$ cat config.mk
export PLATFORM = sky130hd
export DESIGN_NAME = mem_access_unit
export DESIGN_NICKNAME = d
export VERILOG_FILES = /design/src/rtl/mem_access_unit.sv
export SDC_FILE = /design/constraint.sdc
export NUM_CORES = 1
export LEC_CHECK = 0
export BUFFER_PORTS_ARGS = -buffer_cell sky130_fd_sc_hd__buf_4
export CAP_MARGIN = 25
export CORE_ASPECT_RATIO = 1.2
export CORE_UTILIZATION = 24
export DETAILED_ROUTE_END_ITERATION = 8
export GPL_TIMING_DRIVEN = 0
export RECOVER_POWER = 100
export SETUP_SLACK_MARGIN = 0.02
export SLEW_MARGIN = 15
export SYNTH_ARGS = -nofsm -noshare
export SYNTH_HDL_FRONTEND = slang
export SYNTH_SLANG_ARGS = --single-unit
$ cat constraint.sdc
create_clock -name clk -period 1.8 [get_ports clk]
set_clock_uncertainty 0.1 [all_clocks]
set_input_delay 0.36 -clock clk [delete_from_list [all_inputs] [get_ports clk]]
set_output_delay 0.36 -clock clk [all_outputs]
set_load 0.03 [all_outputs]
$ cat src/rtl/mem_access_unit.sv
// MEM-stage data-memory access unit: req/ack bus handshake with pipeline stall, lane select, extension and timeout.
// Define MEM_MISALIGN_EXC_EN to trap misaligned accesses; otherwise they are force-aligned.
module mem_access_unit #(
  parameter int ADDR_W     = 32,
  parameter bit BIG_ENDIAN = 1'b0,
  parameter int TIMEOUT    = 16
) (
  input  logic              clk,
  input  logic              rst,
  input  logic              flush_i,
  input  logic [7:0]        aluop_i,
  input  logic [ADDR_W-1:0] mem_addr_i,
  input  logic [31:0]       reg2_i,
  input  logic [4:0]        wd_i,
  input  logic              wreg_i,
  input  logic [31:0]       wdata_i,
  output logic [4:0]        wd_o,
  output logic              wreg_o,
  output logic [31:0]       wdata_o,
  output logic              stall_req_o,
  output logic              bus_req_o,
  output logic              bus_we_o,
  output logic [ADDR_W-1:0] bus_addr_o,
  output logic [3:0]        bus_sel_o,
  output logic [31:0]       bus_wdata_o,
  input  logic [31:0]       bus_rdata_i,
  input  logic              bus_ack_i,
  output logic              exc_misalign_o,
  output logic              exc_buserr_o,
  output logic [ADDR_W-1:0] bad_addr_o
);

  // state | meaning
  // IDLE  | no access in flight; non-memory ops pass through
  // BUSY  | bus request outstanding, pipeline stalled
  // DONE  | one cycle; load result / bus error presented

  localparam logic [7:0] EXE_LB_OP  = 8'b1110_0000;
  localparam logic [7:0] EXE_LH_OP  = 8'b1110_0001;
  localparam logic [7:0] EXE_LW_OP  = 8'b1110_0011;
  localparam logic [7:0] EXE_LBU_OP = 8'b1110_0100;
  localparam logic [7:0] EXE_LHU_OP = 8'b1110_0101;
  localparam logic [7:0] EXE_SB_OP  = 8'b1110_1000;
  localparam logic [7:0] EXE_SH_OP  = 8'b1110_1001;
  localparam logic [7:0] EXE_SW_OP  = 8'b1110_1011;

  localparam int CNT_W = (TIMEOUT < 2) ? 1 : $clog2(TIMEOUT + 1);

  typedef enum logic [1:0] {IDLE, BUSY, DONE} state_e;
  typedef enum logic [1:0] {SZ_B, SZ_H, SZ_W} size_e;

  state_e              state_q, state_d;
  logic [CNT_W-1:0]    cnt_q, cnt_d;
  logic                flushed_q, flushed_d;
  logic                timed_out_q, timed_out_d;
  logic                bus_req_q, bus_req_d;
  logic                bus_we_q, bus_we_d;
  logic [ADDR_W-1:0]   bus_addr_q, bus_addr_d;
  logic [3:0]          bus_sel_q, bus_sel_d;
  logic [31:0]         bus_wdata_q, bus_wdata_d;
  size_e               size_q, size_d;
  logic                uns_q, uns_d;
  logic [1:0]          lane_q, lane_d;
  logic [31:0]         rdata_q, rdata_d;
  logic                buserr_q, buserr_d;
  logic [ADDR_W-1:0]   bad_addr_q, bad_addr_d;

  logic                is_load, is_store, is_mem, is_uns;
  size_e               size;
  logic                misaligned, mis_trap, start, tmo_hit;
  logic [ADDR_W-1:0]   addr_eff;
  logic [1:0]          a_eff, lane_b, lane_h, lane_sel;
  logic [3:0]          sel_new;
  logic [31:0]         wdata_new, shifted, ext;

  always_comb begin
    is_load  = 1'b0;
    is_store = 1'b0;
    is_uns   = 1'b0;
    size     = SZ_W;
    case (aluop_i)
      EXE_LB_OP:  begin is_load = 1'b1; size = SZ_B; end
      EXE_LBU_OP: begin is_load = 1'b1; size = SZ_B; is_uns = 1'b1; end
      EXE_LH_OP:  begin is_load = 1'b1; size = SZ_H; end
      EXE_LHU_OP: begin is_load = 1'b1; size = SZ_H; is_uns = 1'b1; end
      EXE_LW_OP:  begin is_load = 1'b1; size = SZ_W; end
      EXE_SB_OP:  begin is_store = 1'b1; size = SZ_B; end
      EXE_SH_OP:  begin is_store = 1'b1; size = SZ_H; end
      EXE_SW_OP:  begin is_store = 1'b1; size = SZ_W; end
      default: ;
    endcase
  end

  assign is_mem     = is_load | is_store;
  assign misaligned = ((size == SZ_H) && mem_addr_i[0]) ||
                      ((size == SZ_W) && (mem_addr_i[1:0] != 2'b00));

`ifdef MEM_MISALIGN_EXC_EN
  assign mis_trap = is_mem & misaligned;
  assign addr_eff = mem_addr_i;
`else
  assign mis_trap = 1'b0;
  always_comb begin
    addr_eff = mem_addr_i;
    if (misaligned) begin
      addr_eff[0] = 1'b0;
      if (size == SZ_W) addr_eff[1] = 1'b0;
    end
  end
`endif

  assign start = (state_q == IDLE) && is_mem && !flush_i && !mis_trap;

  // Big-endian mirrors lane i to 3-i; a half then starts at lane 2-a.
  assign a_eff  = addr_eff[1:0];
  assign lane_b = BIG_ENDIAN ? (2'd3 - a_eff) : a_eff;
  assign lane_h = BIG_ENDIAN ? (2'd2 - a_eff) : a_eff;

  always_comb begin
    lane_sel  = 2'd0;
    sel_new   = 4'b1111;
    wdata_new = reg2_i;
    case (size)
      SZ_B: begin
        lane_sel  = lane_b;
        sel_new   = 4'b0001 << lane_b;
        wdata_new = {4{reg2_i[7:0]}};
      end
      SZ_H: begin
        lane_sel  = lane_h;
        sel_new   = 4'b0011 << lane_h;
        wdata_new = {2{reg2_i[15:0]}};
      end
      default: ;
    endcase
  end

  assign tmo_hit = (TIMEOUT != 0) && (int'(cnt_q) == TIMEOUT - 1);

  always_comb begin
    state_d     = state_q;
    cnt_d       = cnt_q;
    flushed_d   = flushed_q;
    timed_out_d = timed_out_q;
    bus_req_d   = bus_req_q;
    bus_we_d    = bus_we_q;
    bus_addr_d  = bus_addr_q;
    bus_sel_d   = bus_sel_q;
    bus_wdata_d = bus_wdata_q;
    size_d      = size_q;
    uns_d       = uns_q;
    lane_d      = lane_q;
    rdata_d     = rdata_q;
    buserr_d    = 1'b0;
    bad_addr_d  = bad_addr_q;
    case (state_q)
      IDLE: begin
        if (start) begin
          state_d     = BUSY;
          cnt_d       = '0;
          flushed_d   = 1'b0;
          timed_out_d = 1'b0;
          bus_req_d   = 1'b1;
          bus_we_d    = is_store;
          bus_addr_d  = addr_eff;
          bus_sel_d   = sel_new;
          bus_wdata_d = wdata_new;
          size_d      = size;
          uns_d       = is_uns;
          lane_d      = lane_sel;
        end
      end
      BUSY: begin
        if (flush_i) flushed_d = 1'b1;
        if (bus_ack_i) begin
          state_d   = DONE;
          bus_req_d = 1'b0;
          rdata_d   = bus_rdata_i;
        end else if (tmo_hit) begin
          state_d     = DONE;
          bus_req_d   = 1'b0;
          timed_out_d = 1'b1;
          // A squashed instruction must not raise an exception.
          if (!(flushed_q || flush_i)) begin
            buserr_d   = 1'b1;
            bad_addr_d = bus_addr_q;
          end
        end else begin
          cnt_d = cnt_q + CNT_W'(1);
        end
      end
      DONE:    state_d = IDLE;
      default: state_d = IDLE;
    endcase
  end

  always_ff @(posedge clk or negedge rst) begin
    if (!rst) begin
      state_q     <= IDLE;
      cnt_q       <= '0;
      flushed_q   <= 1'b0;
      timed_out_q <= 1'b0;
      bus_req_q   <= 1'b0;
      bus_we_q    <= 1'b0;
      bus_addr_q  <= '0;
      bus_sel_q   <= 4'b0000;
      bus_wdata_q <= 32'd0;
      size_q      <= SZ_W;
      uns_q       <= 1'b0;
      lane_q      <= 2'd0;
      rdata_q     <= 32'd0;
      buserr_q    <= 1'b0;
      bad_addr_q  <= '0;
    end else begin
      state_q     <= state_d;
      cnt_q       <= cnt_d;
      flushed_q   <= flushed_d;
      timed_out_q <= timed_out_d;
      bus_req_q   <= bus_req_d;
      bus_we_q    <= bus_we_d;
      bus_addr_q  <= bus_addr_d;
      bus_sel_q   <= bus_sel_d;
      bus_wdata_q <= bus_wdata_d;
      size_q      <= size_d;
      uns_q       <= uns_d;
      lane_q      <= lane_d;
      rdata_q     <= rdata_d;
      buserr_q    <= buserr_d;
      bad_addr_q  <= bad_addr_d;
    end
  end

  assign shifted = rdata_q >> {lane_q, 3'b000};

  always_comb begin
    case (size_q)
      SZ_B:    ext = uns_q ? {24'd0, shifted[7:0]} : {{24{shifted[7]}}, shifted[7:0]};
      SZ_H:    ext = uns_q ? {16'd0, shifted[15:0]} : {{16{shifted[15]}}, shifted[15:0]};
      default: ext = rdata_q;
    endcase
  end

  always_comb begin
    wd_o           = wd_i;
    wreg_o         = wreg_i;
    wdata_o        = wdata_i;
    stall_req_o    = 1'b0;
    exc_misalign_o = 1'b0;
    bad_addr_o     = bad_addr_q;
    case (state_q)
      IDLE: begin
        stall_req_o = start;
        if (flush_i || start) begin
          wreg_o = 1'b0;
        end else if (mis_trap) begin
          wreg_o         = 1'b0;
          exc_misalign_o = 1'b1;
          bad_addr_o     = mem_addr_i;
        end
      end
      BUSY: begin
        stall_req_o = 1'b1;
        wreg_o      = 1'b0;
      end
      DONE: begin
        if (flushed_q || flush_i || timed_out_q) wreg_o = 1'b0;
        else if (!bus_we_q) wdata_o = ext;
      end
      default: ;
    endcase
    // Combinational pass-through paths are forced quiet while reset is held.
    if (!rst) begin
      wd_o           = 5'd0;
      wreg_o         = 1'b0;
      wdata_o        = 32'd0;
      stall_req_o    = 1'b0;
      exc_misalign_o = 1'b0;
      bad_addr_o     = '0;
    end
  end

  assign bus_req_o    = bus_req_q;
  assign bus_we_o     = bus_we_q;
  assign bus_addr_o   = bus_addr_q;
  assign bus_sel_o    = bus_sel_q;
  assign bus_wdata_o  = bus_wdata_q;
  assign exc_buserr_o = buserr_q;

endmodule

==> qor.yml <==
status: "finished with violations"
failed_checks: "setup timing"
cts-root-buf: "clkbuf_16"
slew_headroom_pct: 40.22
min_period_ps: 2642
num_antenna_cells: 0
synthAdderAreaFrac_pct: 0.3337
peakVddDrop_v: 0.0006531
initial_core_util_pct: 24.54
synth.avg_cell_area_um2: 9.933
via_per_inst: 4.612
fin_ws_ps: -842.1
ios: 289
synth_edf_count: 0
vias: 7033
rows: 70
ys_async_sr_fraction_pct: 100.0
htreeDepth: 4
synthCells: 755
yosysSeqAreaShare_pct: 49.73
synth_cell_types: 53
maxCapViolCount: 0
crit_path_top_delay_cell: "dfrtp_1"
hpwl_um: 20270
tightest_slew_ps: 896.6
synth_mux_area_share_pct: 15.35
cts_tree: "yes"
synthXorXnorAreaFrac_pct: 0.2336
antenna_found_initial: 1
grt_pass1_vias: 7417
mostFrequentLayoutCells: "buf_4 (206), nand2_1 (169), dfrtp_1 (144)"
synth_top_area_cell: "dfrtp_1"
path_cells: "nor4b_4 -> buf_4 -> clkbuf_4 -> nand4_1 -> o21ai_1 -> o2bb2ai_4 -> buf_6"
fin_cells: 1525
numCtsBuffers: 17
io_buffers: 287
total_power_mw: 11.20
synth_area_leaders: "dfrtp_1 (49%), mux2_2 (11%), nand2_1 (8.7%), mux2i_1 (4.5%), o21ai_0 (3.5%)"
synthSimpleGateAreaFrac_pct: 17.15
rsz0062_at_grt: "yes"
rrSetupSlack_ps: -380
final_common_cell: "buf_4"
drt_iter0_markers: 208
track_usage_pct: 18.01
ys.flop_type: "dfrtp_1"
core-area_mm2: 0.03057
drive_above_1_share_pct: 46.68
tns_ps: -40260
synth_compound_area_share_pct: 12.46
yosysWarnings: 0
areaGrowthSynthToFinish_pct: 69.05
hold_class: "input pin to register"
max_stage_delay_ps: 460
postRouteAntennaNets: 0
wire_per_inst_um: 18.57
die_h_um: 195.6
clkSlewWorstSetupHoldPaths_ps: 60
synth-seq-cells: 149
clk_latency_ps: 420
finish.instance_area_mm2: 0.01268
synth_nets: 903
hold_violations: 0
synth_top_family_by_area: "simple AND/OR/NAND/NOR gates"
worstSetupStartpointType: "register"
crit_family: "buffers and inverters"
setup_violations: 100
end_kind: "primary output"
path_buf_inv: 3
crit_type: "register to primary output"
yosys.area.top_type_share_pct: 49.38
grt_overflow: 0
fmax_mhz: 378.5
grt_max_degree: 97
dpl.cell_count: 1441
fin_crit_sh_pct: 146.8
power.leakage_nw: 6.173
grt_first_pass_wirelength_um: 43500
clock_path_buffers: 2
required_ps: 1340
routed_wl_um: 28330
cts_num_sinks: 149
worstPathArrival_ps: 2180
critical_path_peak_fanout: 10
dieArea_mm2: 0.03196
drc: 0
die_w_um: 163.4
firstDrtPassIters: 4
dpl_cell_area_mm2: 0.01073
fin_util_pct: 41.48
maxSlewViolCount: 0
netlist_area_mm2: 0.007500
p_per_area_mw_per_mm2: 883.4
fin_nets: 1264
place_congestion: 0.8871
sequential cells by signal, summed over array words and instances (netlist names):
register      cells
bus_we_o          1
lane_q            2
size_q            2
exc_buserr_o      1
bus_req_o         1
cnt_q             5
bad_addr_q       32
bus_addr_o       32
bus_sel_o         4
state_q           2
timed_out_q       1
uns_q             1
bus_wdata_o      32
flushed_q         1
rdata_q          32
final timing paths:
path,from,to,cells after the start
setup reg to reg,cnt_q[1],bad_addr_q[16],8
hold / removal,mem_addr_i[3],bus_addr_o[3],3
max in group asynchronous,rst,state_q[1],3
min in group asynchronous,rst,bus_we_o,2
setup / recovery,flushed_q,wdata_o[21],7
hold reg to reg,bus_sel_o[1],bus_sel_o[1],2
worst register-to-register path, stage by stage (launching register included):
cell and delay (ps):
dfrtp_1 360, ha_2 180, and3_4 190, ha_4 130
nor3b_4 180, nand2_1 250, buf_12 250, buf_12 140
mux2_4 290
repair_timing:
action / CTS / global route
endpoints found under the hold margin: 148 / 0
hold buffers: 2 / 0
pin swaps: 30 / 22
buffers inserted: 33 / 16
endpoints found under the setup margin: 215 / 263
gates cloned: 9 / 1
resized for setup: 210 / 90
cell usage after synthesis, types with 5 or more instances:
cell type,number
o2bb2ai_1,16
a21oi_1,9
o21ai_0,52
a2bb2oi_1,7
inv_1,31
nand4_1,19
mux2i_1,34
nor3_1,5
buf_2,14
nand2_1,174
clkbuf_1,31
a21boi_0,10
o32ai_1,7
nand2b_1,5
and2_1,40
mux2_2,72
nand3_1,5
dfrtp_1,148
nor2_1,13
o221ai_1,14
area by class of cell:
cell class	instances	area (um^2)
Clock buffer	20	456.7
Tap cell	396	495.5
Timing Repair Buffer	344	2706
Clock inverter	12	224.0
Inverter	32	123.9
Sequential cell	149	3735
Buffer	51	591.8
Multi-Input combinational cell	521	4345
Fill cell	2976	17890
report_power, final:
part	internal, mW	switching [mW]	total, mW	leakage (nW)
clock	2.68	1.46	4.14	0.331
sequential	3.86	0.505	4.37	1.97
combinational	1.04	1.65	2.69	3.88
total	7.59	3.61	11.2	6.17
layer usage:
metal / part of all wire [%] / global-route usage [%]
met2: 52 / 30.85
met3: 5.4 / 4.439
met4: 1.9 / 5.988
met5: 0 / 0
met1: 41 / 21.80
cells by family (layout without fill, tap and decap cells):
logic type / count (synthesis) / in the layout
and+or+nand+nor: 275 / 275
buffers and inverters: 85 / 459
muxes: 106 / 106
AOI/OAI and AO/OA: 135 / 135
DFF: 149 / 149
xor gates and xnor gates: 2 / 2
other: 1 / 1
adders and majority gates: 2 / 2
through the flow:
stage | hold WS (ps) | setup WS [ps]
after floorplan | -35.59 | -552.3
after global placement | 358.3 | -2835
after detailed placement | 235.7 | -1068
after CTS | 0.3362 | -835.9
after global routing | 3.772 | -971.9
final | 19.80 | -842.1
Power figures use the tool's default switching activity.
